## config.mk

```make
export PLATFORM = sky130hd
export DESIGN_NAME = buffer4_byte_packer
export DESIGN_NICKNAME = d
export VERILOG_FILES = /design/src/rtl/buffer4_byte_packer_pkg.sv /design/src/rtl/buffer4_byte_packer_byte_lane_packer.sv /design/src/rtl/buffer4_byte_packer.sv
export SDC_FILE = /design/constraint.sdc
export NUM_CORES = 1
export LEC_CHECK = 0
export CAP_MARGIN = 10
export CORE_MARGIN = 1.5
export CORE_UTILIZATION = 40
export DETAILED_ROUTE_END_ITERATION = 6
export PLACE_DENSITY_LB_ADDON = 0.25
export SYNTH_ARGS = -nofsm -noshare
export SYNTH_HDL_FRONTEND = slang
export SYNTH_SLANG_ARGS = --single-unit
```

## constraint.sdc

```tcl
create_clock -name clk -period 2.8 [get_ports clk]
set_input_delay 0.84 -clock clk [delete_from_list [all_inputs] [get_ports clk]]
set_output_delay 0.84 -clock clk [all_outputs]
set_load 0.01 [all_outputs]
```

## src/rtl/buffer4_byte_packer_pkg.sv

```systemverilog
`default_nettype none
// ----------------------------------------------------------------------------
// buffer4_byte_packer_pkg: shared types and constants for the byte packer
// Revision: 1.0
// ----------------------------------------------------------------------------
package buffer4_byte_packer_pkg;

  localparam int BYTES_PER_WORD = 4;
  localparam int INDEX_W        = 8;
  localparam int FRAME_BYTES    = 16;

  typedef enum logic [1:0] {
    ST_COLLECT = 2'd0,
    ST_WRITE   = 2'd1,
    ST_DONE    = 2'd2
  } state_e;

endpackage
`default_nettype wire

```

## src/rtl/buffer4_byte_packer_byte_lane_packer.sv

```systemverilog
`default_nettype none
// ----------------------------------------------------------------------------
// buffer4_byte_packer_byte_lane_packer: 4-lane byte insert register, pad fill
// Revision: 1.0
// ----------------------------------------------------------------------------
module buffer4_byte_packer_byte_lane_packer
  import buffer4_byte_packer_pkg::*;
#(
  parameter logic [7:0] PAD_BYTE = 8'h00
) (
  input  logic                               clk,
  input  logic                               rst,
  input  logic                               load_i,
  input  logic [$clog2(BYTES_PER_WORD)-1:0]  lane_i,
  input  logic [7:0]                         data_i,
  output logic [8*BYTES_PER_WORD-1:0]        word_d_o
);

  localparam int LANE_W = $clog2(BYTES_PER_WORD);
  localparam int WORD_W = 8 * BYTES_PER_WORD;

  logic [WORD_W-1:0] word_q;
  logic [WORD_W-1:0] word_d;

  // Writing a lane pads every later lane, so a flushed word is complete as-is.
  for (genvar l = 0; l < BYTES_PER_WORD; l++) begin : g_lane
    localparam int HI = 8 * (BYTES_PER_WORD - l) - 1;
    assign word_d[HI -: 8] = (load_i && (lane_i == LANE_W'(l))) ? data_i   :
                             (load_i && (lane_i <  LANE_W'(l))) ? PAD_BYTE :
                                                                  word_q[HI -: 8];
  end

  always_ff @(posedge clk or posedge rst) begin
    if (rst) begin
      word_q <= '0;
    end else if (load_i) begin
      word_q <= word_d;
    end
  end

  assign word_d_o = word_d;

endmodule
`default_nettype wire

```

## src/rtl/buffer4_byte_packer.sv

```systemverilog
`default_nettype none
// ----------------------------------------------------------------------------
// buffer4_byte_packer: packs a byte stream into 32-bit frame-buffer words
// Revision: 1.0
// ----------------------------------------------------------------------------
module buffer4_byte_packer
  import buffer4_byte_packer_pkg::*;
#(
  parameter int         WORDS    = FRAME_BYTES / BYTES_PER_WORD,
  parameter logic [7:0] PAD_BYTE = 8'h00
) (
  input  logic                        clk,
  input  logic                        rst,
  input  logic                        in_valid_i,
  input  logic [7:0]                  in_data_i,
  output logic                        in_ready_o,
  input  logic                        in_last_i,
  output logic                        buf_write_en_o,
  output logic [INDEX_W-1:0]          buf_index_o,
  output logic [8*BYTES_PER_WORD-1:0] buf_data_o,
  input  logic [INDEX_W-1:0]          rd_index_i,
  output logic                        frame_done_o,
  input  logic                        frame_ack_i,
  output logic [INDEX_W-1:0]          frame_bytes_o
);

  localparam int LANE_W = $clog2(BYTES_PER_WORD);
  localparam int WCNT_W = (WORDS > 1) ? $clog2(WORDS) : 1;
  localparam int WORD_W = 8 * BYTES_PER_WORD;

  state_e              state_q, state_d;
  logic [LANE_W-1:0]   byte_cnt_q;
  logic [WCNT_W-1:0]   word_cnt_q;
  logic [INDEX_W-1:0]  frame_bytes_q;
  logic                last_q;
  logic [WORD_W-1:0]   buf_data_q;
  logic [WORD_W-1:0]   word_d;
  logic [INDEX_W-1:0]  wr_index;
  logic                accept;
  logic                word_end;
  logic                last_word;

  assign accept    = in_valid_i && (state_q == ST_COLLECT);
  assign word_end  = accept && ((byte_cnt_q == LANE_W'(BYTES_PER_WORD - 1)) || in_last_i);
  assign last_word = (word_cnt_q == WCNT_W'(WORDS - 1));
  assign wr_index  = {{(INDEX_W - WCNT_W - LANE_W){1'b0}}, word_cnt_q, {LANE_W{1'b0}}};

  buffer4_byte_packer_byte_lane_packer #(
    .PAD_BYTE (PAD_BYTE)
  ) u_lanes (
    .clk      (clk),
    .rst      (rst),
    .load_i   (accept),
    .lane_i   (byte_cnt_q),
    .data_i   (in_data_i),
    .word_d_o (word_d)
  );

  always_ff @(posedge clk or posedge rst) begin
    if (rst) begin
      state_q <= ST_COLLECT;
    end else begin
      state_q <= state_d;
    end
  end

  always_comb begin
    state_d = state_q;
    case (state_q)
      ST_COLLECT: if (word_end) state_d = ST_WRITE;
      ST_WRITE:   state_d = (last_word || last_q) ? ST_DONE : ST_COLLECT;
      ST_DONE:    if (frame_ack_i) state_d = ST_COLLECT;
      default:    state_d = ST_COLLECT;
    endcase
  end

  always_comb begin
    in_ready_o     = (state_q == ST_COLLECT);
    buf_write_en_o = (state_q == ST_WRITE);
    frame_done_o   = (state_q == ST_DONE);
    buf_index_o    = (state_q == ST_DONE) ? rd_index_i : wr_index;
  end

  // The packed word is latched as the word closes and held until the next one.
  always_ff @(posedge clk or posedge rst) begin
    if (rst) begin
      byte_cnt_q    <= '0;
      word_cnt_q    <= '0;
      frame_bytes_q <= '0;
      last_q        <= 1'b0;
      buf_data_q    <= '0;
    end else begin
      if (accept) begin
        frame_bytes_q <= frame_bytes_q + INDEX_W'(1);
        byte_cnt_q    <= word_end ? '0 : byte_cnt_q + LANE_W'(1);
        last_q        <= in_last_i;
        if (word_end) buf_data_q <= word_d;
      end
      if ((state_q == ST_WRITE) && (state_d == ST_COLLECT)) begin
        word_cnt_q <= word_cnt_q + WCNT_W'(1);
      end
      if ((state_q == ST_DONE) && frame_ack_i) begin
        byte_cnt_q    <= '0;
        word_cnt_q    <= '0;
        frame_bytes_q <= '0;
        last_q        <= 1'b0;
      end
    end
  end

  assign buf_data_o    = buf_data_q;
  assign frame_bytes_o = frame_bytes_q;

endmodule
`default_nettype wire
```

==> metrics <==
status=finished clean; 1st-iter DRT viols=185; Reg clk slew, reported paths=70 ps; placed wire-length estimate=4560 um; Synth Cell Area=0.00309 mm2; top post-synthesis cells by area=dfrtp_1 57%, mux2_2 5.8%, nand2_1 5.3%, a21oi_1 3.2%, a31oi_1 3.2%; largest net degree at the start of global routing=72; synth unique cells=40; Post CTS Setup Buffer Count=0; num rows=31; TritonCTS clock tree=done; cell chosen for the clock root=clkbuf_8; crit-path max FO=1; sequential element share of the synthesized area=0.575; grt ovf=0; Hold Buf Count CTS=0; flops & latches, synth=71; nets@finish=373; Comb pwr share=0.379; Worst Setup End Kind=primary output; Max rail drop VDD=589 uV; Die Y=90.9 um; Mapped Cells=273; post-synth top area share=0.575; PD cells=1020 mW/mm2; Synth area leader=dfrtp_1; DRT Pass-1 Iters=4; sequential share of power=0.390; Port Buf Inserts=71; Starting Density=0.419; Sw Pwr=1310 uW; commonest register cell after synthesis=dfrtp_1; Antenna Violating Nets Remaining=0; Core Region=0.00737 mm2; RSZ-0062 raised after global routing=no; Final setup viols=0; total vias in the final route=2372; Syn. warnings=0; Via-to-Cell Ratio=5.27; critical path arrival=1930 ps; Final Instance Area=0.00415 mm2; CTS buffer count=9; DR DRC count=0; crit share post-route=0.989; Relative slew margins=0.610; final wirelength=6850 um; fraction of layout cells with a size suffix above 1=0.142; clk sinks=71; n_diodes=0; CP required=1960 ps; Max Root-Sink Buffers=2; area post-placement=0.00391 mm2; Final Hold Vio Count=0; switching fraction of total power=0.308; initial antenna violation count=0; Slew Viols, Final=0; # IOs=72; Int Power=2940 uW; first-pass GRT wire length=11800 um; worst skew pair latency=340 ps; Post-Synthesis Mean Instance Area=11.3 um2; fin crit period=2770 ps; measured slew at the worst slew-check pin=577 ps; power share of the clock group=0.230; post-route setup slack=30.3 ps; GPL Wtd Cong=0.759; FILL cells=664; leakage power figure=0.00191 uW; area of the multi-input gates=0.00117 mm2; CTS H-tree depth=3; net count after synthesis=300; startpoint types=primary input; Max Clock Skew=7.85 ps; Max Cap Viol=0; reg-to-reg setup timing slack=970 ps; Crit Path Class=in -> out; f_max=361 MHz; Die Wd=90.9 um; Reg area=0.00178 mm2; vias in the first global route=2297; die area=0.00826 mm2; area grow syn2layout=34.3%; async set-reset flop share out of synthesis=1.00; number of flops mapped to enable cells by yosys=0; Tot GR Track Use=0.182; Post-Place Setup Slack=-23.8 ps; Routed WL per cell=15.2 um; Hold Path Class=reg -> reg
==> layout by cell type, fill, tap and decap left out, types with 2 or more instances in the layout <==
cell type        netlist  layout
dlygate4sd2_1          0       2
a22o_1                 8       8
nand4bb_1              3       3
clkdlybuf4s50_1        0      66
clkbuf_8               0      10
xnor2_1                2       2
inv_1                  5       4
nand4_1                2       2
a31oi_1               16      16
mux2i_1                4       4
and2_1                 7       7
nand2_1               44      44
inv_2                  1       2
o21ai_0               10      10
dlymetal6s2s_1         0       3
and4bb_2               2       2
mux2_2                16      16
buf_12                 0       2
bufinv_16              0       3
dfrtp_1               71      71
clkbuf_1               6       3
nand3_1               11      11
buf_4                  2       8
o211ai_1               2       2
mux2_4                 2       2
nor2b_1                2       2
a21oi_1               20      20
nor2_1                 6       6
ha_1                   6       6
==> cell usage after synthesis, types with 2 or more instances <==
cell / n
ha_1: 6
buf_4: 2
clkbuf_2: 2
buf_2: 5
o21ai_0: 10
and2_1: 7
nor2b_1: 2
nand4_1: 2
and4bb_2: 2
a31oi_1: 16
nand4bb_1: 3
inv_1: 5
mux2i_1: 4
nand3_1: 11
mux2_2: 16
a21oi_1: 20
xnor2_1: 2
mux2_4: 2
a22o_1: 8
dfrtp_1: 71
buf_6: 4
clkbuf_1: 6
nor2_1: 6
nand2_1: 44
o211ai_1: 2
==> through the flow <==
stage | power, uW | instances | setup TNS, ps | utilization | hold slack [ps]
2_1_floorplan | 2520 | 273 | 0 | - | 460
3_3_place_gp | 3280 | 434 | 0 | 0.530 | 473
3_5_place_dp | 3310 | 434 | -28.5 | 0.530 | 475
4_1_cts | 4300 | 450 | 0 | 0.562 | 495
5_1_grt | 4530 | 450 | 0 | 0.563 | 506
6_report | 4240 | 450 | 0 | 0.563 | 494
==> cells by family (layout without fill, tap and decap cells) <==
family,Yosys count,after routing,share of synthesized area
simple gates,89,89,0.155
flops,71,71,0.575
compound gates,57,57,0.111
buf+inv,25,103,0.0453
mux,22,22,0.0810
fa+ha+maj,6,6,0.0243
xor+xnor,3,3,0.00850
==> worst paths after layout <==
kind                                      end                from  cells past startpoint
setup / recovery               buf_index_o[7]       rd_index_i[7]                      3
hold / removal             u_lanes.word_q[25]  u_lanes.word_q[25]                      1
setup reg to reg             frame_bytes_o[7]          state_q[1]                      4
hold reg to reg            u_lanes.word_q[25]  u_lanes.word_q[25]                      1
max in group asynchronous       word_cnt_q[1]                 rst                      3
min in group asynchronous  u_lanes.word_q[10]                 rst                      3
==> worst max-delay path, stage by stage <==
cell,delay (ps)
clkdlybuf4s50_1,450
and2_1,110
clkdlybuf4s50_1,530
==> routing by layer <==
layer | share of wire | vias to the layer above | track usage | routed length [um]
met5 | 0 | - | 0 | 0
met2 | 0.46 | 85 | 0.274 | 3160
met3 | 0.073 | 8 | 0.0648 | 497
met4 | 0.011 | 0 | 0.0469 | 78
li1 | - | 1107 | - | -
met1 | 0.45 | 1172 | 0.248 | 3120
==> power by group through the flow <==
stage                     combinational [uW]  sequential (uW)  clock, uW
after detailed placement                1640             1670          0
final                                   1610             1660        978
after floorplan                          770             1750          0
after global placement                  1610             1660          0
after CTS                               1630             1660       1000
after global routing                    1780             1710       1050
==> state kept, by name (all words and copies together), names as in the netlist <==
name            count
buf_data_o         32
byte_cnt_q          2
frame_bytes_o       8
last_q              1
state_q             2
u_lanes.word_q     24
word_cnt_q          2
==> cell type report <==
type,count,area share
flip-flops and latches,71,0.428
multi-input cells,177,0.283
repair buffers,81,0.197
clock buffers,13,0.0359
well taps,99,0.0298
clock inverters,3,0.0217
inverters,6,0.00542
==> repair_timing <==
| item | 4_1_cts | 5_1_grt |
|---|---|---|
| setup endpoints to repair | 2 | 3 |
| resized for setup | 2 | 3 |
| cloned | 0 | 0 |
Power figures use the tool's default switching activity.
